<file path="src/rtl/esc_pkg.sv">
// Shared constants for the escape-mode LPDT receive path.
// Holds the FSM encoding and the byte / byte-counter widths.
// No logic; imported by the deserializer and its FIFO.
package esc_pkg;

   localparam int LPDT_BYTE_W = 8;
   localparam int RXCNT_W     = 16;

   // FSM encoding for the deserializer (kept as plain constants for legacy tools)
   localparam logic [1:0] ST_IDLE  = 2'd0;
   localparam logic [1:0] ST_SHIFT = 2'd1;
   localparam logic [1:0] ST_END   = 2'd2;

endpackage

</file>
<file path="src/rtl/esc_rx_fifo.sv">
// Synchronous byte FIFO between the LPDT deserializer and the protocol layer.
// Latency: a pushed entry is visible at the head in the cycle after the push edge.
// Backpressure: pop is ignored when empty; push is dropped when full unless a pop frees a slot on the same edge.
module esc_rx_fifo
   import esc_pkg::*;
#(
   parameter int DEPTH = 4,
   parameter int WIDTH = LPDT_BYTE_W
) (
   input  logic             clk,
   input  logic             rst,
   input  logic             push,
   input  logic [WIDTH-1:0] push_data,
   input  logic             pop,
   output logic             full,
   output logic             empty,
   output logic [WIDTH-1:0] head_data
);

   localparam int AW = (DEPTH > 1) ? $clog2(DEPTH) : 1;

   logic [WIDTH-1:0] mem [DEPTH];
   logic [AW:0]      wr_ptr;
   logic [AW:0]      rd_ptr;
   logic             do_push;
   logic             do_pop;

   // Pointers carry one extra wrap bit so full and empty are distinguishable.
   assign empty   = (wr_ptr == rd_ptr);
   assign full    = (wr_ptr[AW] != rd_ptr[AW]) && (wr_ptr[AW-1:0] == rd_ptr[AW-1:0]);
   assign do_pop  = pop & ~empty;
   assign do_push = push & (~full | do_pop);

   // Head is forced to zero when empty so the consumer never sees stale or unreset storage.
   assign head_data = empty ? '0 : mem[rd_ptr[AW-1:0]];

   // Pointer update; reset discards any buffered entries.
   always_ff @(posedge clk) begin
      if (rst) begin
         wr_ptr <= '0;
         rd_ptr <= '0;
      end else begin
         if (do_push) wr_ptr <= wr_ptr + 1'b1;
         if (do_pop)  rd_ptr <= rd_ptr + 1'b1;
      end
   end

   // Storage write; contents need no reset because the head is gated by empty.
   always_ff @(posedge clk) begin
      if (do_push) mem[wr_ptr[AW-1:0]] <= push_data;
   end

endmodule

</file>
<file path="src/rtl/esc_lpdt_deserializer.sv">
// LPDT bit-to-byte deserializer (LSB first) with byte FIFO and burst/partial/overflow flags; optional ESC_LPDT_BYTECNT_EN builds the per-burst byte counter.
// Latency: byte valid on RxDataEsc in the cycle after its 8th bit is sampled; burst-end pulses one cycle after the terminating edge.
// Backpressure: valid/ready pop; bytes arriving while the FIFO is full (and not popping) are dropped and ErrOverflowEsc is set.
module esc_lpdt_deserializer
   import esc_pkg::*;
#(
   parameter int FIFO_DEPTH = 4
) (
   input  logic                   RxClkEsc,
   input  logic                   RST,
   input  logic                   RxLpdtEsc,
   input  logic                   EscBit,
   input  logic                   LpFsmStop,
   input  logic                   RxReadyEsc,
   output logic [LPDT_BYTE_W-1:0] RxDataEsc,
   output logic                   RxValidEsc,
   output logic                   RxBurstEnd,
   output logic                   ErrPartialByte,
   output logic                   ErrOverflowEsc,
   output logic [RXCNT_W-1:0]     RxByteCount
);

   logic [1:0]             state;
   logic [LPDT_BYTE_W-1:0] shreg;
   logic [2:0]             bit_cnt;
   logic                   take_bit;
   logic                   burst_start;
   logic [LPDT_BYTE_W-1:0] shift_nxt;
   logic                   push;
   logic                   pop;
   logic                   fifo_full;
   logic                   fifo_empty;

   // A bit is consumed whenever the decoder is in LPDT and no stop has been seen.
   assign take_bit    = RxLpdtEsc & ~LpFsmStop;
   assign burst_start = (state == ST_IDLE) & take_bit;
   assign shift_nxt   = {EscBit, shreg[LPDT_BYTE_W-1:1]};

   // The 8th bit completes the byte, so push the value being shifted in, not the register.
   assign push = (state == ST_SHIFT) & take_bit & (bit_cnt == 3'd7);
   assign pop  = RxValidEsc & RxReadyEsc;

   // End-of-burst flags are decoded from the registered state, giving a one-cycle pulse.
   assign RxBurstEnd     = (state == ST_END);
   assign ErrPartialByte = (state == ST_END) & (bit_cnt != 3'd0);
   assign RxValidEsc     = ~fifo_empty;

   // Burst FSM, shift register and bit counter.
   always_ff @(posedge RxClkEsc) begin
      if (RST) begin
         state   <= ST_IDLE;
         shreg   <= '0;
         bit_cnt <= '0;
      end else begin
         case (state)
            ST_IDLE: begin
               if (take_bit) begin
                  state   <= ST_SHIFT;
                  shreg   <= shift_nxt;
                  bit_cnt <= 3'd1;
               end
            end
            ST_SHIFT: begin
               if (take_bit) begin
                  shreg   <= shift_nxt;
                  bit_cnt <= bit_cnt + 3'd1;
               end else begin
                  // Terminating edge samples nothing; bit_cnt is kept for the partial check in END.
                  state <= ST_END;
               end
            end
            ST_END: begin
               state   <= ST_IDLE;
               shreg   <= '0;
               bit_cnt <= '0;
            end
            default: begin
               state   <= ST_IDLE;
               shreg   <= '0;
               bit_cnt <= '0;
            end
         endcase
      end
   end

   // Sticky overflow: set on a dropped byte, cleared only by reset or a new burst.
   always_ff @(posedge RxClkEsc) begin
      if (RST) begin
         ErrOverflowEsc <= 1'b0;
      end else if (burst_start) begin
         ErrOverflowEsc <= 1'b0;
      end else if (push & fifo_full & ~pop) begin
         ErrOverflowEsc <= 1'b1;
      end
   end

   esc_rx_fifo #(
      .DEPTH (FIFO_DEPTH),
      .WIDTH (LPDT_BYTE_W)
   ) u_fifo (
      .clk       (RxClkEsc),
      .rst       (RST),
      .push      (push),
      .push_data (shift_nxt),
      .pop       (pop),
      .full      (fifo_full),
      .empty     (fifo_empty),
      .head_data (RxDataEsc)
   );

`ifdef ESC_LPDT_BYTECNT_EN
   logic [RXCNT_W-1:0] byte_cnt;
   logic               push_ok;

   // A push is accepted when there is room or a same-edge pop makes room.
   assign push_ok = push & (~fifo_full | pop);

   // Per-burst byte counter: cleared at burst start, saturating, held after the burst.
   always_ff @(posedge RxClkEsc) begin
      if (RST) begin
         byte_cnt <= '0;
      end else if (burst_start) begin
         byte_cnt <= '0;
      end else if (push_ok && (byte_cnt != {RXCNT_W{1'b1}})) begin
         byte_cnt <= byte_cnt + 1'b1;
      end
   end

   assign RxByteCount = byte_cnt;
`else
   assign RxByteCount = '0;
`endif

endmodule

</file>
<file path="config.mk">
export PLATFORM = sky130hd
export DESIGN_NAME = esc_lpdt_deserializer
export DESIGN_NICKNAME = d
export VERILOG_FILES = /design/src/rtl/esc_pkg.sv /design/src/rtl/esc_rx_fifo.sv /design/src/rtl/esc_lpdt_deserializer.sv
export SDC_FILE = /design/constraint.sdc
export NUM_CORES = 1
export LEC_CHECK = 0
export CORE_ASPECT_RATIO = 1.25
export CORE_MARGIN = 2
export CORE_UTILIZATION = 33
export CTS_CLUSTER_DIAMETER = 200
export CTS_CLUSTER_SIZE = 24
export DETAILED_ROUTE_END_ITERATION = 10
export HOLD_SLACK_MARGIN = 0.05
export SLEW_MARGIN = 25
export SYNTH_ARGS = -nofsm -noshare
export SYNTH_HDL_FRONTEND = slang
export SYNTH_SLANG_ARGS = --single-unit
export TNS_END_PERCENT = 100
</file>
<file path="constraint.sdc">
create_clock -name RxClkEsc -period 1.55 [get_ports RxClkEsc]
set_input_delay 0.31 -clock RxClkEsc [delete_from_list [all_inputs] [get_ports RxClkEsc]]
set_output_delay 0.31 -clock RxClkEsc [all_outputs]
set_load 0.02 [all_outputs]
</file>
# Yosys cells after proc, flatten, opt, wreduce, memory -nomap -nowiden

Memories as Yosys holds them, arrays and structs flattened. A register that Yosys moved wholly into a read port is not among the register bits.
Cells that the tools add are included.

$add $sub $neg: 3
Eq/ne operators: 9
Multiplexer cells: 11
Bitwise gates (word level): 16
Reductions and logical operators: 8

Operator list:

| kind                | count |
|---|---|
| $and 1x1->1         | 10 |
| $add 3x1->3 const B | 3 |
| $mux 2              | 4 |
| $mux 8              | 1 |
| $mux 3              | 2 |
| $ne 2x2->1 const B  | 3 |
| $pmux 3 s2          | 1 |
| $reduce_or 2->1     | 3 |
| $not 1->1           | 5 |
| $pmux 2 s2          | 1 |
| $reduce_and 2->1    | 2 |
| $eq 3x3->1          | 1 |
| $eq 3x3->1 const B  | 1 |
| $reduce_bool 3->1   | 1 |
| $eq 2x1->1 const B  | 1 |
| $eq 2x2->1          | 1 |
| $eq 2x2->1 const B  | 1 |
| $logic_not 2->1     | 1 |
| $mux 1              | 2 |
| $logic_and 1x1->1   | 1 |
| $ne 1x1->1          | 1 |
| $or 1x1->1          | 1 |

Flip-flop bits (word level): 20
Bits in writable memories: 32
Input port bits: 6
Output and inout bits: 28
Memories kept: 1

Memories:

| memory     | words | bits a word | rd ports | clocked after memory_dff | write ports | RTL line          | RTL |
|---|---|---|---|---|---|---|---|
| u_fifo.mem | 4     | 8           | 1        | 1                        | 1           | esc_rx_fifo.sv:22 | `logic [WIDTH-1:0] mem [DEPTH];` |

# Logic depth before layout (Yosys ltp)

Depth in word-level cells: 8
Gate-level depth with buffers: 5
Gate-level depth less buffers: 5

# Modules after synthesis

Synthesis repeated with hierarchy kept, for this count alone.

Cell total of the unflattened synthesis: 189
Area total of the unflattened synthesis: 2398.6 um2

By module, submodules not included:

| module                | instances | cells an instance | area an instance (um2) | seq. area each (um2) |
|---|---|---|---|---|
| esc_rx_fifo           | 1         | 104               | 1707.9                 | 1121.1 |
| esc_lpdt_deserializer | 1         | 85                | 690.7                  | 260.2 |

# Least setup slack after synthesis

Ideal clock, no wire load.

Path kind: register to output
From: register state[0]
To: output ErrPartialByte
Arrival: 1.379 ns
Required time: 1.240 ns
Slack: -0.139 ns
Cell stages (with the launch flop): 4
Buffers on the path: 1
Path through: dfxtp_1 clkbuf_1 nor2b_1 a21boi_0

Longest elaborated chain between the ends: 2

RTL lines:

| item                   | RTL line                    | RTL |
|---|---|---|
| from (decl)            | esc_lpdt_deserializer.sv:23 | `logic [1:0] state;` |
| from (signal assigned) | esc_lpdt_deserializer.sv:51 | `state <= ST_IDLE;` |
| from (signal assigned) | esc_lpdt_deserializer.sv:58 | `state <= ST_SHIFT;` |
| from (signal assigned) | esc_lpdt_deserializer.sv:69 | `state <= ST_END;` |
| $eq 2x2->1             | n/a                         |  |
| net RxBurstEnd         | esc_lpdt_deserializer.sv:17 | `output logic RxBurstEnd,` |
| $and 1x1->1            | esc_lpdt_deserializer.sv:45 | `assign ErrPartialByte = (state == ST_END) & (bit_cnt != 3'd0);` |
| to (decl)              | esc_lpdt_deserializer.sv:18 | `output logic ErrPartialByte,` |

The timed path passes the listed nets, and every way through them passes these cells.

==> metrics.md <==
| Metric | Value |
|---|---|
| Status | finished with violations |
| Sw frac | approximately 22% |
| Routed Antenna Nets | 0 |
| Final Util | approximately 44% |
| Pint | approximately 1.8 mW |
| Vias in the first global route | approximately 1,400 |
| Skew-Pair Late Insertion Delay | around 0.30 ns |
| CTS tree | done |
| Ys Warns | 0 |
| Leakage | ~1.1 nW |
| Total number of vias | 1,396 |
| Initial antenna violation count | 0 |
| DR iter-0 viols | just under 80 |
| Ratio of cells with drive above 1 in the final layout | around two fifths |
| DRT Pass-1 Iters | 4 |
| Register-to-register setup slack | -0.10 ns |
| Final hold viol count | 0 |
| DP Wirelength | roughly 2.6 mm |
| Worst-path clk slew | 0.09 ns |
| Data arrival, critical path | ~1.6 ns |
| Period minus WS final | ~1.9 ns |
| CORE AREA | a little under 7000 µm² |
| Area grow syn2layout | 31.5% |
| Port Buffers | 17 |
| R2R Path Start | u_fifo.rd_ptr[0] |
| Met3 usage | about 2.1% |
| Die Wd | 78.9 µm |
| Non-Filler Instances | 319 |
| Sequential share of the synthesized area | ~60% |
| DIE AREA | a little under 8000 µm² |
| Commonest non-fill, non-tap cell in the layout | edfxtp_1 |
| Top cell type's share of synthesized area | ~42% |
| Crit path setup slack, layout | -0.313 ns |
| I/O pin count | 34 |
| Worst-case clock buffer depth | 2 |
| DRC viols | 0 |
| Register bit count reported by yosys | 53 |
| Synth area leaders | edfxtp_1 42%, dfxtp_1 18%, mux4_2 7.8%, buf_4 5.2%, ha_1 4.3% |
| CP startpoint kind | flop |
| # rows | 34 |
| Cells after synthesis | ~180 |
| Die height | 97.6 µm |
| Initial Util | between 30% and 40% |
| CP required | approximately 1.2 ns |
| First-pass GRT wire length | about 6.2 mm |
| Setup CP Type | flop to output pin |
| GRT busiest layer | met2 |
| Crit. End Element | output pin |
| Routed len/inst | 12.0 µm |
| R2r worst-path depth | 6 |
| Largest area contributor in the netlist | edfxtp_1 |
| Pwr per Cell Area | about 800 nW/µm² |
| Routability Congestion | about 0.69 |
| Clock root buffer | clkbuf_8 |
| Slew Limit Fails | 0 |
| Worst Skew | 0.0114 ns |
| Largest net degree at the start of global routing | 17 |
| Diode count | 0 |
| Fmax | roughly 540 MHz |
| Clock power frac | between 30% and 40% |
| GR met1 Demand/Resource | roughly 13% |
| Mean Syn Cell Area | between 10 and 15 µm² |
| Total chip power | between 2 and 2.5 mW |
| GRT Overall Usage | around a tenth |
| Failing checks | negative setup slack |
| Filler cells | between 600 and 700 |
| Final setup viols | 23 |
| Tcrit/Tclk final | 120% |
| CP endpoint | RxDataEsc[3] |
| Drt via density | 4.38 |
| Flop pwr share | about 63% |
| Switching Power | approximately 520 µW |
| Maxcap violations | 0 |
| Most frequent cells in the layout | 32 x edfxtp_1, 24 x buf_4, 16 x nand2_1, 16 x conb_1, 14 x buf_6 |
| Cts hold-fix bufs | 0 |
| Combinational share of power | between 4 and 5% |
| Unrepaired setup endpoints after global routing | yes |
| CTS H-Tree Depth | 2 |
| GRT met2 Usage | 18.1% |
| DRT Wirelength | 3.81 mm |
| Peak supply drop | between 400 and 500 µV |
| Fin nets | around 240 |
| CTS sink count | 53 |
| RR Endpoint | u_fifo.mem[3][0] |
| Synthesized cell area | 2310 µm² |
| Crit-path max FO | 4 |
| Grt total ovfl | 0 |
| Distinct cell type count after synthesis | 34 |
| CTS buffer count | 5 |
| Cell Count Post-Placement | 304 |
| HP Class | flop to flop |
==> cells in the mapped netlist <==
| cell | count |
|---|---|
| and2b_1 | 3 |
| a41oi_1 | 1 |
| clkbuf_1 | 5 |
| nand3_1 | 4 |
| xor2_2 | 1 |
| edfxtp_1 | 32 |
| nor2_2 | 1 |
| buf_4 | 16 |
| conb_1 | 1 |
| nand4_1 | 1 |
| nand2_1 | 16 |
| nor2_1 | 9 |
| o311ai_0 | 1 |
| nor3b_1 | 2 |
| or3_1 | 1 |
| o21ai_0 | 2 |
| mux2_4 | 1 |
| dfxtp_1 | 21 |
| xor2_1 | 4 |
| buf_1 | 1 |
| mux2i_1 | 2 |
| nor2b_1 | 7 |
| nand2b_1 | 3 |
| buf_2 | 1 |
| and2_1 | 3 |
| nor3_1 | 3 |
| o31ai_1 | 1 |
| mux4_2 | 8 |
| nor4b_4 | 1 |
| ha_1 | 8 |
| or2_2 | 1 |
| a21oi_1 | 10 |
| a21boi_0 | 1 |
| inv_1 | 6 |
==> flip-flops by register name, summed over array words and instances (netlist names), named ones only <==
signal and flops:
u_fifo.wr_ptr 3, ErrOverflowEsc 1, state 2, u_fifo.rd_ptr 3
u_fifo.mem 32, bit_cnt 3, shreg 7
==> repair_timing <==
action | CTS | global route
setup buffers | 5 | 4
setup endpoints to repair | 46 | 52
pin swaps | 9 | 10
gates resized for setup | 68 | 32
==> worst min-delay path by stage <==
stage	from	to	cells past startpoint
final	bit_cnt[1]	bit_cnt[1]	2
after global routing	bit_cnt[1]	bit_cnt[1]	2
after CTS	bit_cnt[1]	bit_cnt[1]	2
after detailed placement	bit_cnt[1]	bit_cnt[1]	2
after global placement	bit_cnt[2]	bit_cnt[2]	2
after floorplan	EscBit	u_fifo.mem[0][7]	0
==> worst max-delay path, stage by stage, from the launching register on <==
cell     delay, ns
dfxtp_2       0.35
buf_6         0.13
mux4_2        0.48
and2b_1       0.18
buf_6         0.13
==> power by group through the flow <==
stage	Sequential, mW	Combinational [mW]	Clock (mW)
after detailed placement	1.52	0.111	0
after CTS	1.49	0.112	0.801
after floorplan	1.52	0.0962	0
final	1.49	0.116	0.762
after global routing	1.49	0.127	0.850
after global placement	1.52	0.111	0
==> per-layer routing <==
layer	vias up	wire, µm
met5	-	0
met4	0	63
met3	4	171
met2	35	1950
met1	667	1630
li1	690	-
==> per-stage QoR <==
stage	hold WS [ns]	area [µm²]	TNS [ns]	setup slack [ns]
after floorplan	0.409	2390	-0.00209	-0.00209
after global placement	0.458	2750	-18.65	-0.448
after detailed placement	0.470	2750	-18.50	-0.446
after CTS	0.484	2900	-3.44	-0.350
after global routing	0.498	3040	-6.35	-0.410
final	0.467	3040	-3.46	-0.313
==> cell type report <==
class	count	area (µm²)	share of cell area [%]
Sequential cell	53	1400	46.0
Multi-Input combinational cell	111	942	31.0
Timing Repair Buffer	51	477	15.7
Tap cell	90	113	3.71
Clock buffer	6	72.6	2.39
Inverter	6	22.5	0.741
Clock inverter	2	15.0	0.494
==> logic make-up after synthesis <==
group,after synthesis,share of synthesized area [%]
xor gates and xnor gates,5,2.22
and+or+nand+nor,55,12.8
muxes,11,9.31
DFF,53,59.8
AOI/OAI and AO/OA,16,4.01
adders and majority gates,8,4.33
buffers and inverters,29,7.36
other,1,0.162
Power figures use the tool's default switching activity.
